### config.mk
export PLATFORM = sky130hd
export DESIGN_NAME = uart_tx
export DESIGN_NICKNAME = d
export VERILOG_FILES = /design/src/rtl/uart_pkg.sv /design/src/rtl/uart_baud_cnt.sv /design/src/rtl/uart_tx.sv
export SDC_FILE = /design/constraint.sdc
export NUM_CORES = 1
export LEC_CHECK = 0
export ABC_CLOCK_PERIOD_IN_PS = 2870
export BUFFER_PORTS_ARGS = -buffer_cell sky130_fd_sc_hd__buf_2
export CAP_MARGIN = 30
export CORE_ASPECT_RATIO = 0.5
export CORE_MARGIN = 5
export CORE_UTILIZATION = 30
export CTS_CLUSTER_SIZE = 30
export DETAILED_ROUTE_END_ITERATION = 8
export PLACE_DENSITY = 0.43
export SYNTH_ARGS = -nofsm -noshare
export SYNTH_HDL_FRONTEND = slang
export SYNTH_HIERARCHICAL = 1
export SYNTH_SLANG_ARGS = --single-unit
export TNS_END_PERCENT = 1
### constraint.sdc
create_clock -name clk_i -period 2.87 [get_ports clk_i]
set_input_delay 0.861 -clock clk_i [delete_from_list [all_inputs] [get_ports clk_i]]
set_output_delay 0.861 -clock clk_i [all_outputs]
set_load 0.05 [all_outputs]
### src/rtl/uart_pkg.sv
// Shared UART definitions.
// Holds the transmit/receive state enum and the default bit period
// (100 MHz clock / 115200 baud) so that uart_tx and the receiver agree.
package uart_pkg;

    typedef enum logic [2:0] {
        StIdle,
        StFetch,
        StStart,
        StData,
        StParity,
        StStop
    } uart_state_e;

    localparam int unsigned DefaultClksPerBit = 868;

endpackage

### src/rtl/uart_baud_cnt.sv
// Reloadable per-bit down-counter.
// Ports:
//   clk     - clock, rising edge
//   rst     - synchronous active-high reset, clears the count
//   reload  - load ClksPerBit-1 (start of a new bit period)
//   expired - high while the count is zero, i.e. the last cycle of a bit
module uart_baud_cnt
    import uart_pkg::*;
#(
    parameter int unsigned ClksPerBit = DefaultClksPerBit
) (
    input  logic clk,
    input  logic rst,
    input  logic reload,
    output logic expired
);

    localparam int unsigned CntWidth = (ClksPerBit > 1) ? $clog2(ClksPerBit) : 1;

    logic [CntWidth-1:0] cnt;

    always_ff @(posedge clk) begin
        if (rst) begin
            cnt <= '0;
        end else if (reload) begin
            cnt <= CntWidth'(ClksPerBit - 1);
        end else if (cnt != '0) begin
            cnt <= cnt - 1'b1;
        end
    end

    assign expired = (cnt == '0);

endmodule

### src/rtl/uart_tx.sv
// UART transmitter fed directly from a TX FIFO read port.
// Pops one word when the FIFO is not empty, then sends start bit, DataWidth
// data bits LSB first, optional even parity bit, and a stop bit.
// Optional feature: define UART_TX_PARITY_EN to insert the even parity bit.
// Ports:
//   clk_i     - clock, rising edge
//   rst_i     - synchronous active-high reset
//   empty_i   - TX FIFO empty flag
//   rd_data_i - TX FIFO registered read data, valid the cycle after a pop
//   rd_en_o   - TX FIFO pop strobe
//   tx_o      - registered serial line, idle high
//   busy_o    - high while a frame is being fetched or sent
//   done_o    - one-cycle pulse per completed frame
module uart_tx
    import uart_pkg::*;
#(
    parameter int unsigned ClksPerBit = DefaultClksPerBit,
    parameter int unsigned DataWidth  = 8
) (
    input  logic                 clk_i,
    input  logic                 rst_i,
    input  logic                 empty_i,
    input  logic [DataWidth-1:0] rd_data_i,
    output logic                 rd_en_o,
    output logic                 tx_o,
    output logic                 busy_o,
    output logic                 done_o
);

    localparam int unsigned BitIdxWidth = (DataWidth > 1) ? $clog2(DataWidth) : 1;

    if (ClksPerBit < 2) begin : g_bad_clks_per_bit
        $error("uart_tx: ClksPerBit must be at least 2");
    end

    uart_state_e            state, state_next;
    logic                   tx, tx_next;
    logic [DataWidth-1:0]   shreg, shreg_next;
    logic [BitIdxWidth-1:0] bit_idx, bit_idx_next;
    logic                   done, done_next;
    logic                   rd_en;
    logic                   reload;
    logic                   expired;
`ifdef UART_TX_PARITY_EN
    logic                   parity, parity_next;
`endif

    uart_baud_cnt #(
        .ClksPerBit(ClksPerBit)
    ) u_baud_cnt (
        .clk    (clk_i),
        .rst    (rst_i),
        .reload (reload),
        .expired(expired)
    );

    always_ff @(posedge clk_i) begin
        if (rst_i) begin
            state   <= StIdle;
            tx      <= 1'b1;
            shreg   <= '0;
            bit_idx <= '0;
            done    <= 1'b0;
`ifdef UART_TX_PARITY_EN
            parity  <= 1'b0;
`endif
        end else begin
            state   <= state_next;
            tx      <= tx_next;
            shreg   <= shreg_next;
            bit_idx <= bit_idx_next;
            done    <= done_next;
`ifdef UART_TX_PARITY_EN
            parity  <= parity_next;
`endif
        end
    end

    // tx is registered one state ahead: each transition loads the level of
    // the state being entered, so the line and the state change together.
    always_comb begin
        state_next   = state;
        tx_next      = tx;
        shreg_next   = shreg;
        bit_idx_next = bit_idx;
        done_next    = 1'b0;
        rd_en        = 1'b0;
        reload       = 1'b0;
`ifdef UART_TX_PARITY_EN
        parity_next  = parity;
`endif
        case (state)
            StIdle: begin
                tx_next = 1'b1;
                // Reset wins over a pending word so no pop is lost to reset.
                if (!empty_i && !rst_i) begin
                    rd_en      = 1'b1;
                    state_next = StFetch;
                end
            end
            StFetch: begin
                shreg_next   = rd_data_i;
                tx_next      = 1'b0;
                bit_idx_next = '0;
                reload       = 1'b1;
                state_next   = StStart;
`ifdef UART_TX_PARITY_EN
                parity_next  = ^rd_data_i;
`endif
            end
            StStart: begin
                if (expired) begin
                    reload     = 1'b1;
                    tx_next    = shreg[0];
                    shreg_next = shreg >> 1;
                    state_next = StData;
                end
            end
            StData: begin
                if (expired) begin
                    reload = 1'b1;
                    if (bit_idx == BitIdxWidth'(DataWidth - 1)) begin
`ifdef UART_TX_PARITY_EN
                        tx_next    = parity;
                        state_next = StParity;
`else
                        tx_next    = 1'b1;
                        state_next = StStop;
`endif
                    end else begin
                        bit_idx_next = bit_idx + 1'b1;
                        tx_next      = shreg[0];
                        shreg_next   = shreg >> 1;
                    end
                end
            end
`ifdef UART_TX_PARITY_EN
            StParity: begin
                if (expired) begin
                    reload     = 1'b1;
                    tx_next    = 1'b1;
                    state_next = StStop;
                end
            end
`endif
            StStop: begin
                if (expired) begin
                    done_next  = 1'b1;
                    state_next = StIdle;
                end
            end
            default: begin
                tx_next    = 1'b1;
                state_next = StIdle;
            end
        endcase
    end

    assign rd_en_o = rd_en;
    assign tx_o    = tx;
    assign busy_o  = (state != StIdle);
    assign done_o  = done;

endmodule

# Yosys cells after proc, flatten, opt, wreduce, memory -nomap -nowiden
# Index checks and enable logic that the tools add are counted.
# word_totals
ff_bits	26
inputBits	11
# classes
reduce_logical	17
n_addsub	2
bitwise	1
n_eq_ne	11
mux	23
# op_table
op	count
$mux W8	3
$pmux W8 S3	1
$mux W3	7
$mux W10	2
$pmux W3 S5	1
$ne A2 B2 Y1 const B	6
$logic_not A10 Y1	1
$reduce_bool A10 Y1	1
$sub A10 B1 Y10 const B	1
$eq A3 B2 Y1 const B	2
$eq A3 B3 Y1 const B	2
$mux W1	6
$pmux W3 S2	1
$reduce_and A3 Y1	2
$reduce_bool A3 Y1	2
$reduce_or A2 Y1	3
$reduce_and A5 Y1	1
$pmux W1 S4	1
$reduce_and A4 Y1	1
$reduce_bool A2 Y1	2
$add A3 B1 Y3 const B	1
$eq A3 B1 Y1 const B	1
$logic_not A3 Y1	1
$logic_not A1 Y1	2
3 further kinds	3

# Depth between registers and ports, before layout
# Gate-level depths: netlist (run 1).
# depth
ltp_word	4
mapped_depth	9

# Hierarchy
# The synthesis (run 1) kept the hierarchy.
# modules_own_cells
mod	seq_area_each_um2	cells_each	instances	area_each_um2
uart_tx	320.3	87	1	839.6
uart_baud_cnt	200.2	59	1	529.3

# Least setup slack after synthesis (run 1)
# OpenSTA, ideal clock, no wires.
# synth_path
kind	input to output
start	in rst_i
end	out rd_en_o
t_arrival_ps	2347
stages	3
setup_slack_ps	-338
path_buffers	2
cell_sequence	clkbuf_1 -> clkbuf_1 -> nor3_1
# synth_via
elab_chain_cells	4
# synth_rtl
item	line	source
start: declaration	uart_tx.sv:21	input logic rst_i,
$logic_not A1 Y1	uart_tx.sv:96	if (!empty_i && !rst_i) begin
$logic_and A1 B1 Y1	uart_tx.sv:96	
$mux W1	uart_tx.sv:96	
$mux W1	uart_tx.sv:92	case (state)
end: declaration	uart_tx.sv:24	output logic rd_en_o,
# Every way passes these cells.

# Worst setup path after layout (run 1)
# layout_path
start	in empty_i
end	out rd_en_o
# layout_via
elab_chain_cells	4
# layout_rtl
item	line	source
start: declaration	uart_tx.sv:22	input logic empty_i,
$logic_not A1 Y1	uart_tx.sv:96	
$logic_and A1 B1 Y1	uart_tx.sv:96	
$mux W1	uart_tx.sv:96	
$mux W1	uart_tx.sv:92	
# Every way passes these cells.

==> flow_metrics.py, run 1 <==
metrics = {
    "status": {
        "status": "finished, final reports clean",
    },
    "timing": {
        "maxSlewHeadroom_pct": 64.4,
        "slew_violations": 0,
        "period_minus_slack_ns": 2.52,
        "setup_viol": 0,
        "fin_skew_ns": 0.00436,
        "finalWorstSetupSlack_ns": 0.348,
        "worst_pin_slew_ns": 0.526,
        "tns_ns": 0,
        "finalHoldViolCount": 0,
        "clock.fmax_mhz": 396,
        "fin_hold_ws_ns": 0.497,
        "rsz0062_at_grt": "false",
        "finalCritPeriodShare_pct": 87.9,
    },
    "cells_and_area": {
        "drive_above_1_share_pct": 24.7,
        "nets": 177,
        "diodes": 0,
        "fill_cells": 479,
        "layout.cells.non_filler": 219,
        "area_delta_synth_final_pct": 15.6,
    },
    "global_routing": {
        "grt_pass1_wl_mm": 4.63,
        "antenna_found_initial": 0,
        "grt_max_degree": 24,
        "grt_pass1_vias": 999,
        "grt_overflow": 0,
        "grtUsageTotal_pct": 9.15,
    },
    "power_and_ir_drop": {
        "ir_worst_vdd_v": 0.000272,
        "p_per_area_nw_per_um2": 938,
        "leakagePower_nw": 0.619,
    },
    "detailed_routing": {
        "post_drt_via_cell_ratio": 4.84,
        "first_pass_iters": 4,
        "drt_iter0_drc": 65,
        "route.detailed.drc": 0,
        "wl_mm": 2.67,
        "via_count": 1060,
        "antenna_left": 0,
        "routedWlPerCell_um": 12.2,
    },
    "worst_setup_path": {
        "cp.required_ns": 2.01,
        "worst-path-buf-inv": 2,
        "crit_top_cell": "buf_2",
        "path_delay_family": "simple AND/OR/NAND/NOR gates",
        "cp-end-kind": "primary output",
        "cpPeakStageDelay_ns": 0.33,
        "cp_slowest_cell": "or3_1",
        "arrival_ns": 1.66,
        "worstPathCellList": "buf_2 > or3_1 > nor3_2 > buf_2",
        "path_max_fanout": 2,
        "start_kind": "primary input",
        "crit_type": "primary input to primary output",
    },
    "clock_network": {
        "cts.reportedPaths.clkPinSlew_ns": 0.09,
        "clockBufferDepth": 2,
        "clock_latency_ns": 0.27,
        "htree_levels": 1,
        "cts_root_buf": "clkbuf_8",
        "cts_resized": 0,
        "cts-hold-fix-buffers": 0,
        "cts_setup_buffers": 0,
        "cts_tree": "done",
        "cts_sinks": 26,
        "cts_buffers": 3,
    },
    "synthesis": {
        "netlist_area_um2": 1370,
        "synth_nets": 160,
        "yosysMostFrequentCell": "dfxtp_1",
        "synth_top_area_share_pct": 38.0,
        "synth_edf_count": 0,
        "synth.largest_area_cell": "dfxtp_1",
        "synthFlopType": "dfxtp_1",
        "yosys_register_bits": 26,
        "syn_area_per_cell_um2": 9.38,
        "synthArstFlopShare_pct": 0,
        "yosysWarnings": 6,
        "ys_seq_area_share_pct": 38.0,
        "synthTopCellsByArea": "dfxtp_1 (38%), mux2i_1 (8.8%), a21oi_1 (4.0%)",
        "synth_common_cells": "dfxtp_1 (26), nor2_1 (13), mux2i_1 (12)",
        "syn_inst": 146,
        "synth_cell_type_count": 43,
    },
    "placed_design": {
        "place.detailed.instances": 215,
        "dp_hpwl_mm": 1.91,
        "port_buffers": 14,
        "place_ws_ns": 0.341,
        "gp_congestion": 0.692,
    },
    "die": {
        "rows": 17,
        "initial_utilization_pct": 31.1,
        "die_area_um2": 6100,
        "ioPinCount": 15,
        "die_h_um": 57.8,
        "die_w_um": 106,
        "core_area_um2": 4400,
    },
    "run": {
        "maxCapViolations": 0,
    },
    "hold_path": {
        "hold_class": "flop to flop",
    },
}
routing by layer:
| metal | track usage [%] | part of all wire [%] | vias to the layer above |
|---|---|---|---|
| li1 | - | - | 564 |
| met1 | 12.6 | 52 | 486 |
| met2 | 14.2 | 46 | 10 |
| met3 | 2.67 | 2.2 | 0 |
| met4 | 2.21 | 0 | 0 |
| met5 | 0 | 0 | - |
cells in the final DEF (no fill, tap or decap), types with 2 or more instances in the layout:
cell      count
a211oi_1      5
a211oi_2      4
a21oi_1      11
a31oi_1       3
and3_1        3
buf_2        14
buf_4         4
clkbuf_8      3
dfxtp_1      26
ha_1          3
inv_1         7
mux2i_1      12
nand2_1       6
nand2b_1      6
nand3_1       2
nor2_1       13
nor2_2        3
nor2b_1       2
nor3_1        2
nor4b_1       2
o21ai_0       2
o41ai_1       2
or3_1         3
or4b_1        2
xnor2_1       2
layout make-up:
| type | count | area, um^2 | area share (%) |
|---|---|---|---|
| sequential | 26 | 520 | 32.9 |
| clock buffer | 3 | 41.3 | 2.61 |
| timing repair buffer | 18 | 100 | 6.32 |
| inverter | 7 | 26.3 | 1.66 |
| multi-input combinational | 107 | 793 | 50.1 |
| clock inverter | 1 | 30.0 | 1.90 |
| tap | 57 | 71.3 | 4.51 |
power breakdown:
group          switching [mW]  internal [mW]
logic                   0.341          0.310
clock network           0.113          0.186
registers              0.0907          0.444
total                   0.545          0.940
stage by stage:
step / utilization [%] / area, um^2 / power (mW)
final: 35.9 / 1580 / 1.48
after global routing: 35.9 / 1580 / 1.60
after CTS: 35.9 / 1580 / 1.51
after detailed placement: 34.3 / 1510 / 1.19
after global placement: 34.3 / 1510 / 1.20
after floorplan: - / 1370 / 1.06
kinds of logic (layout without fill, tap and decap cells):
group / Yosys count / in the layout / synth area share (%)
AOI/OAI and AO/OA: 37 / 37 / 20.9
xor gates and xnor gates: 2 / 2 / 1.28
adders and majority gates: 3 / 3 / 2.74
buffers and inverters: 13 / 29 / 4.39
DFF: 26 / 26 / 38.0
muxes: 13 / 13 / 9.87
and+or+nand+nor: 52 / 52 / 22.8
final timing paths:
| path | startpoint | endpoint | depth (start not counted) | slack, ns |
|---|---|---|---|---|
| setup / recovery | empty_i | rd_en_o | 4 | 0.35 |
| hold / removal | shreg[7]$_SDFFE_PP0P_ | shreg[7]$_SDFFE_PP0P_ | 2 | 0.50 |
| setup reg to reg | u_baud_cnt/cnt[5]$_SDFFE_PP0P_ | shreg[1]$_SDFFE_PP0P_ | 8 | 0.69 |
| hold reg to reg | shreg[7]$_SDFFE_PP0P_ | shreg[7]$_SDFFE_PP0P_ | 2 | 0.50 |
worst register-to-register path, delay by kind of cell, from the launching register on:
family                 cells  cell delay, ns
buffers and inverters      2            0.33
AO/OA/AOI/OAI              3            0.85
AND/OR/NAND/NOR            3            0.52
flip-flops                 1            0.40
state kept, by name, indices dropped and copies added (netlist names):
| name | cells |
|---|---|
| u_baud_cnt/cnt | 10 |
| shreg | 8 |
| bit_idx | 3 |
| state | 3 |
| done_o | 1 |
| tx_o | 1 |
Note: power is estimated with default switching activity, not from simulation.
==> inputs of run 2 (changes only) <==
--- a/config.mk
+++ b/config.mk
@@ -13,7 +13,7 @@
 export CORE_UTILIZATION = 30
 export CTS_CLUSTER_SIZE = 30
 export DETAILED_ROUTE_END_ITERATION = 8
-export PLACE_DENSITY = 0.43
+export PLACE_DENSITY = 0.45
 export SYNTH_ARGS = -nofsm -noshare
 export SYNTH_HDL_FRONTEND = slang
 export SYNTH_HIERARCHICAL = 1
==> flow_metrics.py, run 2 (synthesized netlist as in run 1, its figures left out) <==
metrics = {
    "die": {
        "core_area_um2": 4400,
        "rows": 17,
        "initial_utilization_pct": 31.1,
        "die_w_um": 106,
        "die_h_um": 57.8,
        "ioPinCount": 15,
        "die_area_um2": 6100,
    },
    "clock_network": {
        "cts_setup_buffers": 0,
        "cts_sinks": 26,
        "cts.reportedPaths.clkPinSlew_ns": 0.09,
        "cts_root_buf": "clkbuf_8",
        "cts_resized": 0,
        "cts-hold-fix-buffers": 0,
        "clockBufferDepth": 2,
        "clock_latency_ns": 0.27,
        "cts_tree": "done",
        "cts_buffers": 3,
        "htree_levels": 1,
    },
    "timing": {
        "period_minus_slack_ns": 2.54,
        "clock.fmax_mhz": 394,
        "maxSlewHeadroom_pct": 65.6,
        "tns_ns": 0,
        "rsz0062_at_grt": "false",
        "worst_pin_slew_ns": 0.509,
        "finalCritPeriodShare_pct": 88.5,
        "slew_violations": 0,
        "setup_viol": 0,
        "finalHoldViolCount": 0,
        "fin_skew_ns": 0.00437,
    },
    "run": {
        "maxCapViolations": 0,
    },
    "detailed_routing": {
        "route.detailed.drc": 0,
        "routedWlPerCell_um": 12.2,
        "post_drt_via_cell_ratio": 4.89,
        "first_pass_iters": 4,
        "wl_mm": 2.67,
        "via_count": 1066,
        "antenna_left": 0,
        "drt_iter0_drc": 59,
    },
    "placed_design": {
        "place.detailed.instances": 214,
        "port_buffers": 14,
        "dp_hpwl_mm": 1.89,
        "gp_congestion": 0.737,
    },
    "worst_setup_path": {
        "cpPeakStageDelay_ns": 0.34,
        "path_delay_family": "simple AND/OR/NAND/NOR gates",
        "cp.required_ns": 2.01,
        "cp_slowest_cell": "or3_1",
        "worst-path-buf-inv": 2,
        "path_depth": 4,
        "crit_type": "primary input to primary output",
        "rr_worst_depth": 7,
        "crit_top_cell": "buf_2",
        "cp-end-kind": "primary output",
        "path_max_fanout": 2,
        "start_kind": "primary input",
        "arrival_ns": 1.68,
        "worstPathCellList": "buf_2 > or3_1 > nor3_2 > buf_2",
    },
    "cells_and_area": {
        "drive_above_1_share_pct": 24.2,
        "largest_reg_flops": 10,
        "reg_top3": "u_baud_cnt/cnt (10), shreg (8)",
        "top_register": "u_baud_cnt/cnt",
        "final_common_cell": "dfxtp_1",
        "layout.cells.non_filler": 218,
        "nets": 176,
        "layout_common_cells": "dfxtp_1 (26), buf_2 (14), nor2_1 (13), mux2i_1 (12), a21oi_1 (11)",
        "diodes": 0,
        "area_delta_synth_final_pct": 13.9,
    },
    "global_routing": {
        "grt_pass1_vias": 1051,
        "grt_max_degree": 24,
        "antenna_found_initial": 0,
        "grt_pass1_wl_mm": 4.71,
        "grt_overflow": 0,
        "grtUsageTotal_pct": 9.30,
    },
    "power_and_ir_drop": {
        "power_frac_comb_pct": 44.9,
        "p_switching_mw": 0.547,
        "swShare_pct": 38.8,
        "total_power_mw": 1.41,
        "leakagePower_nw": 0.607,
        "p_int_mw": 0.862,
        "ir_worst_vdd_v": 0.000251,
        "p_per_area_nw_per_um2": 904,
        "power.sequential.fraction_pct": 37.8,
        "p_clk_share_pct": 17.2,
    },
    "hold_path": {
        "min_path_cells": 2,
        "hold_class": "flop to flop",
    },
    "status": {
        "status": "finished, final reports clean",
    },
}
-- run 2: cell count changes in the layout (fill, tap and decap cells not counted) --
cell	before	now
buf_4	4	3
bufinv_16	1	0
clkbuf_8	3	4
-- run 2: tightest hold or removal path, cell delays in order (launching register included) --
cell      delay, ns
dfxtp_1        0.32
nand2b_1       0.07
a21oi_1        0.06
-- run 2: path summary, 6_finish.rpt --
kind	from	end	slack [ns]
max reg2reg	u_baud_cnt/cnt[5]$_SDFFE_PP0P_	shreg[5]$_SDFFE_PP0P_	0.60
max	empty_i	rd_en_o	0.33
min	shreg[7]$_SDFFE_PP0P_	shreg[7]$_SDFFE_PP0P_	0.49
min reg2reg	shreg[7]$_SDFFE_PP0P_	shreg[7]$_SDFFE_PP0P_	0.49
-- run 2: area by class of cell --
cell class	count	area, um^2
Clock buffer	4	55.1
Fill cell	456	2840
Inverter	7	26.3
Multi-Input combinational cell	107	793
Sequential cell	26	520
Tap cell	57	71.3
Timing Repair Buffer	17	92.6
-- run 2: power by group through the flow --
stage | clock network, mW | logic [mW] | registers (mW)
finish | 0.243 | 0.633 | 0.533
global route | 0.270 | 0.707 | 0.547
CTS | 0.253 | 0.638 | 0.533
detailed placement | 0 | 0.631 | 0.542
global placement | 0 | 0.632 | 0.542
floorplan | 0 | 0.533 | 0.528
-- run 2: stage by stage --
| stage | cell area (um^2) | hold WS, ns | util [%] | worst slack [ns] |
|---|---|---|---|---|
| global placement | 1500 | 0.467 | 34.2 | 0.347 |
| floorplan | 1370 | 0.450 | - | 0.0887 |
| global route | 1560 | 0.521 | 35.4 | 0.270 |
| finish | 1560 | 0.485 | 35.4 | 0.330 |
| detailed placement | 1500 | 0.475 | 34.2 | 0.322 |
| CTS | 1560 | 0.491 | 35.4 | 0.315 |
-- run 2: layer usage --
metal	routed length (um)	global-route usage (%)	vias to the layer above
met5	0	0	-
met4	17	2.21	0
met3	98	3.11	2
met2	1260	16.4	14
met1	1290	11.1	492
li1	-	-	558
